<file path="config.mk">
export PLATFORM = sky130hd
export DESIGN_NAME = bram_readback_engine
export DESIGN_NICKNAME = d
export VERILOG_FILES = /design/src/rtl/bram_readback_engine.sv
export SDC_FILE = /design/constraint.sdc
export NUM_CORES = 1
export LEC_CHECK = 0
export ABC_AREA = 1
export BUFFER_PORTS_ARGS = -buffer_cell sky130_fd_sc_hd__buf_2
export CAP_MARGIN = 20
export CORE_MARGIN = 2
export CORE_UTILIZATION = 60
export DETAILED_ROUTE_END_ITERATION = 10
export HOLD_SLACK_MARGIN = 0.05
export MAX_ROUTING_LAYER = met4
export PLACE_DENSITY = 0.87
export SLEW_MARGIN = 20
export SYNTH_ARGS = -nofsm -noshare
export SYNTH_HDL_FRONTEND = slang
export SYNTH_SLANG_ARGS = --single-unit
</file>
<file path="constraint.sdc">
create_clock -name CLK -period 4.7 [get_ports CLK]
set_input_delay 0.705 -clock CLK [delete_from_list [all_inputs] [get_ports CLK]]
set_output_delay 0.705 -clock CLK [all_outputs]
set_load 0.005 [all_outputs]
</file>
<file path="src/rtl/bram_readback_engine.sv">
// bram_readback_engine: sequential port-B read master for a TDP_RAM36K, streaming packed 36-bit words with LAST.
// Optional CHECKSUM output (XOR of streamed words) when READBACK_CHECKSUM_EN is defined.
module bram_readback_engine #(
  parameter int READ_WIDTH = 36
) (
  input  logic        CLK,
  input  logic        RESET_N,
  input  logic        START,
  input  logic        ABORT,
  input  logic [14:0] BASE_IDX,
  input  logic [15:0] WORD_COUNT,
  output logic        BUSY,
  output logic        DONE,
  output logic        REN,
  output logic [14:0] ADDR,
  input  logic [31:0] RDATA,
  input  logic [3:0]  RPARITY,
  output logic [35:0] DOUT,
  output logic        DOUT_VALID,
  input  logic        DOUT_READY,
  output logic        DOUT_LAST
`ifdef READBACK_CHECKSUM_EN
  ,
  output logic [35:0] CHECKSUM
`endif
);
  localparam int ADDR_SHIFT = READ_WIDTH == 36 ? 5 : READ_WIDTH == 18 ? 4 : READ_WIDTH == 9 ? 3 :
                              READ_WIDTH == 4 ? 2 : READ_WIDTH == 2 ? 1 : 0;
  localparam int DEPTH = 32768 >> ADDR_SHIFT;
  localparam logic [14:0] IDX_MASK = 15'(DEPTH - 1);

  if (READ_WIDTH != 1 && READ_WIDTH != 2 && READ_WIDTH != 4 && READ_WIDTH != 9 &&
      READ_WIDTH != 18 && READ_WIDTH != 36) begin : g_bad_width
    $error("bram_readback_engine: illegal READ_WIDTH %0d", READ_WIDTH);
  end

  typedef enum logic [1:0] {IDLE, RUN, DRAIN} state_t;
  state_t state, state_nx;
  logic [14:0] idx, rd_idx;
  logic [15:0] left;
  logic pend, pend_last, done, done_nx;
  logic [36:0] mem [2];
  logic wr_ptr, rd_ptr;
  logic [1:0] cnt;
  logic [2:0] occ;
  logic abort_x, pop, start_ok, ren_run, rd_last;
  logic [35:0] pack_word;

  assign pack_word = READ_WIDTH == 36 ? {RPARITY, RDATA}
                   : READ_WIDTH == 18 ? {18'd0, RPARITY[1:0], RDATA[15:0]}
                   : READ_WIDTH == 9  ? {27'd0, RPARITY[0], RDATA[7:0]}
                   : {4'd0, RDATA & ((32'd1 << READ_WIDTH) - 32'd1)};
  assign BUSY = state != IDLE;
  assign DONE = done;
  assign DOUT = mem[rd_ptr][35:0];
  assign DOUT_VALID = cnt != 2'd0;
  assign DOUT_LAST = DOUT_VALID && mem[rd_ptr][36];

  // The first read goes out in the START acceptance cycle so DOUT_VALID lands two cycles after START.
  always_comb begin
    abort_x = ABORT && state != IDLE;
    pop = DOUT_VALID && DOUT_READY && !abort_x;
    occ = {1'b0, cnt} - {2'b0, pop} + {2'b0, pend};
    start_ok = state == IDLE && START;
    ren_run = state == RUN && !abort_x && occ < 3'd2;
    REN = RESET_N && ((start_ok && WORD_COUNT != 16'd0) || ren_run);
    rd_idx = state == IDLE ? BASE_IDX & IDX_MASK : idx;
    ADDR = REN ? 15'(rd_idx << ADDR_SHIFT) : 15'd0;
    rd_last = state == IDLE ? WORD_COUNT == 16'd1 : left == 16'd1;
    state_nx = abort_x ? IDLE
             : state == IDLE ? (START ? (WORD_COUNT < 16'd2 ? DRAIN : RUN) : IDLE)
             : state == RUN ? (ren_run && left == 16'd1 ? DRAIN : RUN)
             : ((pop && DOUT_LAST) || (cnt == 2'd0 && !pend)) ? IDLE : DRAIN;
    done_nx = state == DRAIN && !abort_x && state_nx == IDLE;
  end

  always_ff @(posedge CLK or negedge RESET_N) begin
    if (!RESET_N) begin
      state <= IDLE;
      done <= 1'b0;
      idx <= '0;
      left <= '0;
      pend <= 1'b0;
      pend_last <= 1'b0;
      mem <= '{default: '0};
      wr_ptr <= 1'b0;
      rd_ptr <= 1'b0;
      cnt <= '0;
    end else begin
      state <= state_nx;
      done <= done_nx;
      if (start_ok) begin
        idx <= (BASE_IDX + 15'd1) & IDX_MASK;
        left <= WORD_COUNT - 16'd1;
      end else if (ren_run) begin
        idx <= (idx + 15'd1) & IDX_MASK;
        left <= left - 16'd1;
      end
      pend <= !abort_x && ((start_ok && WORD_COUNT != 16'd0) || ren_run);
      pend_last <= rd_last;
      // ABORT flushes the FIFO and drops any read still in flight.
      if (abort_x) begin
        cnt <= '0;
        wr_ptr <= 1'b0;
        rd_ptr <= 1'b0;
      end else begin
        if (pend) begin
          mem[wr_ptr] <= {pend_last, pack_word};
          wr_ptr <= !wr_ptr;
        end
        if (pop) rd_ptr <= !rd_ptr;
        cnt <= cnt + {1'b0, pend} - {1'b0, pop};
      end
    end
  end

`ifdef READBACK_CHECKSUM_EN
  always_ff @(posedge CLK or negedge RESET_N) begin
    if (!RESET_N) CHECKSUM <= '0;
    else if (start_ok) CHECKSUM <= '0;
    else if (pop) CHECKSUM <= CHECKSUM ^ DOUT;
  end
`endif
endmodule

</file>
==> impl_metrics.json, run 1 <==
{
  "cp.arrival_ps": 3360,
  "grt_pass1_wl_um": 22900,
  "post-place-ws_ps": 700,
  "power_uw": 4170,
  "ys_seq_area_share_pct": 45.0,
  "initial_utilization_pct": 62.0,
  "final_layout_size_suffix_gt1_share_pct": 17.3,
  "drtIter0Drc": 289,
  "synth_common_cells": "291 x nand2_1, 110 x o21ai_0, 109 x dfrtp_1, 91 x inv_1, 65 x nor2_1",
  "switchingPower_uw": 1790,
  "cts_buffers": 9,
  "ctsResizeCount": 0,
  "crit_type": "reg2out",
  "synth_cell_types": 36,
  "fp.dieW_um": 105,
  "crit_family": "simple AND/OR/NAND/NOR gates",
  "clock_latency_ps": 370,
  "fp.dieArea_um2": 10900,
  "synth_warnings": 0,
  "fmax_mhz": 246,
  "clock_sinks": 109,
  "n_antenna_cell": 0,
  "fin_tns_setup_ps": 0,
  "synthArstFlopShare_pct": 100,
  "worst_slew_pin_slew_ps": 910,
  "drt-pass1-iter-count": 5,
  "clkSlewWorstSetupHoldPaths_ps": 110,
  "coreArea_um2": 9770,
  "crit_chain": "or2_2 -> nand2_1 -> nor2_1 -> ha_1 -> inv_1 -> ha_1 -> inv_1 -> fa_1 -> inv_1 -> nor2_1 -> nand3_2 -> nand2_1 -> nand2_1 -> nor2_1 -> buf_2",
  "min_path_type": "in2async",
  "ys_ff_latch": 109,
  "io_pins": 128,
  "hold_viol": 0,
  "finalSetupViolCount": 0,
  "min_period_over_period_pct": 86.6,
  "area_delta_synth_final_pct": 13.7,
  "slowest_delay_ps": 510,
  "synth_top_area_share_pct": 45.0,
  "drt_wl_total_um": 13200,
  "p_comb_share_pct": 45.7,
  "cts_tree": "yes",
  "seqPwrFrac_pct": 38.7,
  "p_int_uw": 2380,
  "clockRootBuffer": "clkbuf_8",
  "dp_hpwl_um": 9230,
  "required_ps": 3990,
  "ys_top_cells_by_area": "dfrtp_1 45%, nand2_1 18%, o21ai_0 9.1%",
  "cp_max_fo": 11,
  "gp_congestion": 0.883,
  "pwr_density_cell_nw_per_um2": 606,
  "grt_max_degree": 76,
  "routedWlPerCell_um": 12.3,
  "vias": 5543,
  "setup_slack_ps": 631,
  "slew_headroom_pct": 39.3,
  "postRouteAntennaNets": 0,
  "clockBufferDepth": 2,
  "track_usage_pct": 26.3,
  "slew_viol_final": 0,
  "switching_share_pct": 43.0,
  "drv_cap": 0,
  "cp-end-kind": "output port",
  "chipHeight_um": 105,
  "synth_edf_count": 0,
  "h-tree-depth": 3,
  "syn_inst": 839,
  "fin_nets": 1017,
  "portBuffers": 117,
  "rsz0062_at_grt": "no",
  "postSynthAreaPerCell_um2": 7.22,
  "grt_overflow_total": 0,
  "synthesis.area_um2": 6060,
  "slowest_stage": "fa_1",
  "skew_ps": 13.7,
  "post-route-drc-count": 0,
  "startpoint_type": "flop",
  "postCtsSetupBuffers": 0,
  "avgViaCountPerCell": 5.16,
  "p_leak_uw": 0.00377,
  "period_minus_slack_ps": 4070,
  "vdd_drop_max_uv": 282,
  "synth.most_common_cell": "nand2_1",
  "hold_buffers": 0,
  "synthFlopType": "dfrtp_1",
  "synth_top_area_cell": "dfrtp_1",
  "status": "completed",
  "grt_pass1_vias": 5163,
  "power.clock.fraction_pct": 15.6,
  "cp.buffers_inverters": 4,
  "num_rows": 36,
  "antenna_found_initial": 0
}
## layout make-up
class,instances,area (um^2)
Multi-Input combinational cell,598,2770
Fill cell,872,2890
Clock buffer,9,124
Inverter,95,362
Sequential cell,109,2730
Tap cell,133,166
Clock inverter,7,111
Timing Repair Buffer,123,633
## worst register-to-register path: cells and delay by family, from the launching register on
kind / cells / cell delay (ps)
fa+ha+maj: 3 / 920
buf+inv: 4 / 460
flops: 1 / 430
simple gates: 8 / 1170
## sequential cells by signal, indices dropped and copies added (netlist names)
name and count:
mem 74, left 16, idx 10, cnt 2
state 2, DONE 1, pend 1, pend_last 1
rd_ptr 1, wr_ptr 1
## metal layers
metal | vias up | wire, um | track usage [%]
met3 | 16 | 792 | 4.45
met5 | - | 0 | -
met1 | 2548 | 6110 | 34.4
met4 | 0 | 195 | 8.69
met2 | 165 | 6090 | 41.9
li1 | 2814 | - | -
## layout by cell type (no fill, tap or decap), types with 9 or more instances in the layout
cell type and instances:
nand3_1 41, xor2_1 11, buf_2 116, o21ai_0 110, nand2_1 291, clkbuf_8 9, inv_1 91, dfrtp_1 109
nor2_1 65, a21oi_1 11
## worst paths after layout
check / from / end / slack, ps / depth (start not counted)
max: cnt[1]$_DFF_PN0_ / ADDR[14] / 630 / 15
min: RESET_N / idx[8]$_DFFE_PN0P_ / 280 / 1
max reg2reg: cnt[1]$_DFF_PN0_ / left[8]$_DFFE_PN0P_ / 1650 / 15
min reg2reg: mem[1]$_DFFE_PN0P_ / mem[1]$_DFFE_PN0P_ / 490 / 2
max in group asynchronous: RESET_N / mem[3]$_DFFE_PN0P_ / 3140 / 2
min in group CLK: mem[1]$_DFFE_PN0P_ / mem[1]$_DFFE_PN0P_ / 490 / 2
## logic make-up after synthesis
kind of cell / count (synthesis) / synth area share [%]
buffers and inverters: 136 / 9.70
muxes: 2 / 0.330
adders and majority gates: 9 / 1.98
AOI/OAI and AO/OA: 136 / 11.7
other: 1 / 0.0619
xor gates and xnor gates: 11 / 1.59
DFF: 109 / 45.0
and+or+nand+nor: 435 / 29.6
## power by group through the flow
| stage | logic (uW) | clock network, uW | registers, uW |
|---|---|---|---|
| 6_report | 1910 | 651 | 1610 |
| 5_1_grt | 2200 | 703 | 1670 |
| 4_1_cts | 1930 | 664 | 1610 |
| 3_5_place_dp | 1920 | 0 | 1620 |
| 3_3_place_gp | 1850 | 0 | 1610 |
| 2_1_floorplan | 1400 | 0 | 1570 |
## metrics by stage
step,cells,hold slack (ps),utilization [%],area [um^2]
global route,1074,291,70.5,6890
finish,1074,280,70.5,6890
global placement,1058,465,68.1,6650
CTS,1074,277,70.5,6890
floorplan,843,409,-,6080
detailed placement,1058,473,68.1,6650
(Power assumes the default switching activity.)
==> run 2: changes to the inputs <==
--- a/config.mk
+++ b/config.mk
@@ -9,11 +9,10 @@
 export BUFFER_PORTS_ARGS = -buffer_cell sky130_fd_sc_hd__buf_2
 export CAP_MARGIN = 20
 export CORE_MARGIN = 2
-export CORE_UTILIZATION = 60
+export CORE_UTILIZATION = 35
 export DETAILED_ROUTE_END_ITERATION = 10
 export HOLD_SLACK_MARGIN = 0.05
 export MAX_ROUTING_LAYER = met4
-export PLACE_DENSITY = 0.87
 export SLEW_MARGIN = 20
 export SYNTH_ARGS = -nofsm -noshare
 export SYNTH_HDL_FRONTEND = slang
==> impl_metrics.json, run 2 (synthesized netlist as in run 1, its figures left out) <==
{
  "fin_tns_setup_ps": 0,
  "top_regs": "mem: 74 flops, left: 16 flops, idx: 10 flops",
  "cts_tree": "yes",
  "final_cell_mix": "291 x nand2_1, 116 x buf_2, 110 x o21ai_0",
  "finalSetupViolCount": 0,
  "met3_length_um": 657,
  "status": "completed",
  "drt-pass1-iter-count": 5,
  "multiInputGateArea_um2": 2770,
  "cts_buffers": 9,
  "h-tree-depth": 3,
  "ctsResizeCount": 0,
  "chipHeight_um": 136,
  "routedWlPerCell_um": 12.4,
  "post-place-ws_ps": 811,
  "final_util_pct": 41.4,
  "grt_pass1_wl_um": 24100,
  "initial_utilization_pct": 35.4,
  "slowest_delay_ps": 500,
  "clock_latency_ps": 360,
  "gp_congestion": 0.806,
  "period_minus_slack_ps": 4050,
  "hold_buffers": 0,
  "layout_commonest_cell": "nand2_1",
  "drt_wl_total_um": 14500,
  "required_ps": 3990,
  "crit_type": "reg2out",
  "min_period_over_period_pct": 86.2,
  "antenna_found_initial": 0,
  "maxUsedRoutingLayer": "met4",
  "regArea_um2": 2730,
  "track_usage_pct": 16.9,
  "final_layout_size_suffix_gt1_share_pct": 17.5,
  "worst_slew_pin_slew_ps": 677,
  "crit_chain": "or2_2 -> nand2_1 -> nor2_1 -> ha_1 -> inv_1 -> ha_1 -> inv_1 -> fa_1 -> inv_1 -> nor2_1 -> nand3_2 -> nand2_1 -> nand2_1 -> nor2_1 -> buf_2",
  "fp.dieW_um": 136,
  "n_antenna_cell": 0,
  "num_rows": 48,
  "cp.arrival_ps": 3350,
  "skew_ps": 11.4,
  "dp_hpwl_um": 10100,
  "rsz0062_at_grt": "no",
  "clkSlewWorstSetupHoldPaths_ps": 80,
  "p_leak_uw": 0.00380,
  "wl_met1_um": 6960,
  "clock_sinks": 109,
  "io_pins": 128,
  "area_delta_synth_final_pct": 17.0,
  "slew_headroom_pct": 54.8,
  "drv_cap": 0,
  "cp-end-kind": "output port",
  "post-route-drc-count": 0,
  "crit_family": "simple AND/OR/NAND/NOR gates",
  "coreArea_um2": 17100,
  "hold_viol": 0,
  "largest_reg_flops": 74,
  "grt_max_degree": 75,
  "fin_nets": 1019,
  "met2WireLength_um": 6690,
  "avgViaCountPerCell": 4.61,
  "portBuffers": 117,
  "postCtsSetupBuffers": 0,
  "min_path_type": "in2async",
  "postRouteAntennaNets": 0,
  "setup_slack_ps": 647,
  "grt_pass1_vias": 4895,
  "drtIter0Drc": 277,
  "slew_viol_final": 0,
  "vdd_drop_max_uv": 213,
  "vias": 5385,
  "grt_overflow_total": 0,
  "fmax_mhz": 247,
  "nFillCells": 1827,
  "clockBufferDepth": 2,
  "pwr_density_cell_nw_per_um2": 610,
  "startpoint_type": "flop",
  "clockRootBuffer": "clkbuf_16",
  "slowest_stage": "fa_1",
  "cp_max_fo": 11,
  "top_register": "mem",
  "fp.dieArea_um2": 18400,
  "cp.buffers_inverters": 4
}
-- run 2: layout make-up --
class	count	area share, %
clock inverters	7	1.13
inverters	95	5.10
well taps	225	3.97
flip-flops and latches	109	38.5
repair buffers	125	9.14
multi-input cells	598	39.0
clock buffers	9	3.18
-- run 2: where the power goes --
| group | switching, uW | total, uW | internal, uW |
|---|---|---|---|
| clock | 374 | 797 | 423 |
| sequential | 255 | 1610 | 1350 |
| combinational | 1210 | 1920 | 716 |
-- run 2: path summary, 6_finish.rpt --
path | slack (ps) | end | startpoint | depth (start not counted)
hold / removal | 290 | mem[48]$_DFFE_PN0P_ | RESET_N | 1
min in group CLK | 490 | mem[0]$_DFFE_PN0P_ | mem[0]$_DFFE_PN0P_ | 2
setup reg to reg | 1500 | idx[3]$_DFFE_PN0P_ | cnt[1]$_DFF_PN0_ | 16
hold reg to reg | 490 | mem[0]$_DFFE_PN0P_ | mem[0]$_DFFE_PN0P_ | 2
max in group asynchronous | 2970 | state[0]$_DFF_PN0_ | RESET_N | 3
setup / recovery | 650 | ADDR[7] | cnt[1]$_DFF_PN0_ | 15
-- run 2: layer usage --
layer | vias to the layer above | GRT usage, %
met5 | - | -
met4 | 0 | 5.21
met3 | 9 | 2.47
met2 | 134 | 26.6
met1 | 2422 | 22.6
li1 | 2820 | -
-- run 2: metrics by stage --
| stage | power [uW] | instances | hold WS [ps] | area (um^2) |
|---|---|---|---|---|
| after global routing | 4790 | 1168 | 320 | 7090 |
| after floorplan | 2970 | 843 | 409 | 6080 |
| after detailed placement | 3580 | 1152 | 474 | 6780 |
| final | 4330 | 1168 | 290 | 7090 |
| after global placement | 3540 | 1152 | 466 | 6780 |
| after CTS | 4400 | 1168 | 295 | 7090 |
-- run 2: worst register-to-register path: stages, from the launching register on --
cell and delay [ps]:
dfrtp_1 420, or2_2 340, nand2_1 110, nor2_1 60
ha_1 260, inv_1 50, ha_1 130, inv_1 40
fa_1 500, inv_1 40, nor2_1 110, nand3_2 160
nand2_2 280, inv_1 280, a21oi_1 190, o21ai_0 100
nand2_1 70
==> run 3: changes to the inputs <==
--- a/config.mk
+++ b/config.mk
@@ -8,11 +8,14 @@
 export ABC_AREA = 1
 export BUFFER_PORTS_ARGS = -buffer_cell sky130_fd_sc_hd__buf_2
 export CAP_MARGIN = 20
+export CELL_PAD_IN_SITES_DETAIL_PLACEMENT = 0
+export CELL_PAD_IN_SITES_GLOBAL_PLACEMENT = 2
 export CORE_MARGIN = 2
-export CORE_UTILIZATION = 35
+export CORE_UTILIZATION = 31
 export DETAILED_ROUTE_END_ITERATION = 10
 export HOLD_SLACK_MARGIN = 0.05
 export MAX_ROUTING_LAYER = met4
+export PLACE_DENSITY_LB_ADDON = 0.1
 export SLEW_MARGIN = 20
 export SYNTH_ARGS = -nofsm -noshare
 export SYNTH_HDL_FRONTEND = slang
==> constraint.sdc (replaced) <==
create_clock -name CLK -period 4.2 [get_ports CLK]
set_input_delay 0.63 -clock CLK [delete_from_list [all_inputs] [get_ports CLK]]
set_output_delay 0.63 -clock CLK [all_outputs]
set_load 0.005 [all_outputs]
==> impl_metrics.json, run 3 (synthesized netlist as in run 1, its figures left out) <==
{
  "required_ps": 3570,
  "pwr_density_cell_nw_per_um2": 681,
  "cp.buffers_inverters": 4,
  "drtIter0Drc": 292,
  "postRouteAntennaNets": 0,
  "status": "completed",
  "r2r_start": "cnt[1]$_DFF_PN0_",
  "grt_pass1_vias": 5301,
  "track_usage_pct": 16.7,
  "slowest_delay_ps": 500,
  "maxUsedRoutingLayer": "met4",
  "post-route-drc-count": 0,
  "hold_buffers": 0,
  "drv_cap": 0,
  "clockRootBuffer": "clkbuf_16",
  "area_delta_synth_final_pct": 17.5,
  "period_minus_slack_ps": 3900,
  "fin_tns_setup_ps": 0,
  "r2r_cells": 16,
  "fp.dieW_um": 144,
  "fin_nets": 1019,
  "ctsResizeCount": 0,
  "vdd_drop_max_uv": 238,
  "drt_wl_total_um": 16200,
  "skew_ps": 8.07,
  "top_regs": "mem: 74 flops, left: 16 flops, idx: 10 flops",
  "finalInstanceArea_um2": 7120,
  "cp.arrival_ps": 3270,
  "slew_viol_final": 0,
  "met2WireLength_um": 7480,
  "worst_slew_pin_slew_ps": 834,
  "min_period_over_period_pct": 92.8,
  "portBuffers": 117,
  "cts_tree": "yes",
  "crit_type": "reg2out",
  "setup_slack_ps": 301,
  "vias": 5487,
  "cp-end-kind": "output port",
  "cts_buffers": 9,
  "crit_family": "simple AND/OR/NAND/NOR gates",
  "nFillCells": 2104,
  "n_antenna_cell": 0,
  "met3_length_um": 476,
  "post-place-ws_ps": 401,
  "fp.dieArea_um2": 20700,
  "avgViaCountPerCell": 4.55,
  "initial_utilization_pct": 31.3,
  "layout_commonest_cell": "nand2_1",
  "ff2ff_setup_slack_ps": 860,
  "p_leak_uw": 0.00380,
  "wl_met1_um": 8030,
  "fmax_mhz": 256,
  "regArea_um2": 2730,
  "antenna_found_initial": 0,
  "postCtsSetupBuffers": 0,
  "final_cell_mix": "290 x nand2_1, 116 x buf_2, 110 x o21ai_0",
  "top_register": "mem",
  "slew_headroom_pct": 44.3,
  "io_pins": 128,
  "h-tree-depth": 3,
  "slowest_stage": "fa_1",
  "rsz0062_at_grt": "no",
  "routedWlPerCell_um": 13.4,
  "num_rows": 51,
  "clock_sinks": 109,
  "drt-pass1-iter-count": 5,
  "worst_r2r_endpoint": "idx[3]$_DFFE_PN0P_",
  "grt_max_degree": 63,
  "cp_max_fo": 11,
  "startpoint_type": "flop",
  "clockBufferDepth": 2,
  "clkSlewWorstSetupHoldPaths_ps": 70,
  "crit_chain": "or2_2 -> nand2_1 -> nor2_1 -> ha_1 -> inv_1 -> ha_1 -> inv_1 -> fa_1 -> inv_1 -> nor2_1 -> nand3_2 -> nand2_1 -> nand2_4 -> nor2_1 -> buf_2",
  "chipHeight_um": 144,
  "grt_overflow_total": 0,
  "final_layout_size_suffix_gt1_share_pct": 17.5,
  "hold_viol": 0,
  "largest_reg_flops": 74,
  "min_path_type": "in2async",
  "clock_latency_ps": 350,
  "finalSetupViolCount": 0,
  "multiInputGateArea_um2": 2770,
  "grt_pass1_wl_um": 26300,
  "gp_congestion": 0.806,
  "coreArea_um2": 19300,
  "placed_area_um2": 6830,
  "dp_hpwl_um": 11300
}
==> run 3: changes by cell type in the layout (fill, tap and decap cells not counted) <==
cell / change
nand2_1: -1
inv_8: -1
bufinv_16: -1
nand2_4: +1
clkbuf_8: +1
clkinv_4: +1
clkinv_2: -1
==> run 3: area by class of cell <==
type	count	area share, %
clock buffer	10	3.35
clock inverter	5	0.597
inverter	95	5.08
multi-input combinational	598	38.9
sequential	109	38.3
tap	265	4.65
timing repair buffer	125	9.10
==> run 3: stage by stage <==
stage | utilization (%) | total power, uW | cells | hold WS [ps]
floorplan | - | 3320 | 843 | 334
global placement | 35.3 | 4010 | 1192 | 465
detailed placement | 35.3 | 4070 | 1192 | 473
CTS | 36.8 | 4930 | 1207 | 340
global route | 36.8 | 5360 | 1207 | 372
finish | 36.8 | 4850 | 1207 | 316
==> run 3: worst max-delay path by stage <==
stage	start	endpoint	slack, ps	depth (start not counted)
finish	cnt[1]$_DFF_PN0_	ADDR[11]	300	15
global route	cnt[1]$_DFF_PN0_	ADDR[10]	40	15
CTS	cnt[1]$_DFF_PN0_	ADDR[11]	80	15
floorplan	ABORT	ADDR[10]	980	15
detailed placement	ABORT	ADDR[7]	400	16
global placement	ABORT	ADDR[7]	470	16
==> run 3: per-layer routing <==
metal  vias to the layer above  track usage, %
met4                         0            5.42
met3                        12            1.73
met5                         -               -
li1                       2816               -
met2                       111            26.9
met1                      2548            22.1
==> run 3: where the power goes <==
group          total [uW]  internal (uW)  leakage, uW  switching (uW)
Combinational        2220            808      0.00229            1410
Clock                 831            424     0.000136             407
Sequential           1800           1520      0.00137             286
Total                4850           2750      0.00380            2100
==> run 3: worst register-to-register path, cell delays in order, from the launching register on <==
cell and delay [ps]:
dfrtp_1 430, or2_2 350, nand2_1 120, nor2_1 60, ha_1 270, inv_1 60, ha_1 130, inv_1 50
fa_1 500, inv_1 40, nor2_1 150, nand3_2 190, nand2_2 290, inv_1 300, a21oi_1 200, o21ai_0 100
nand2_1 60
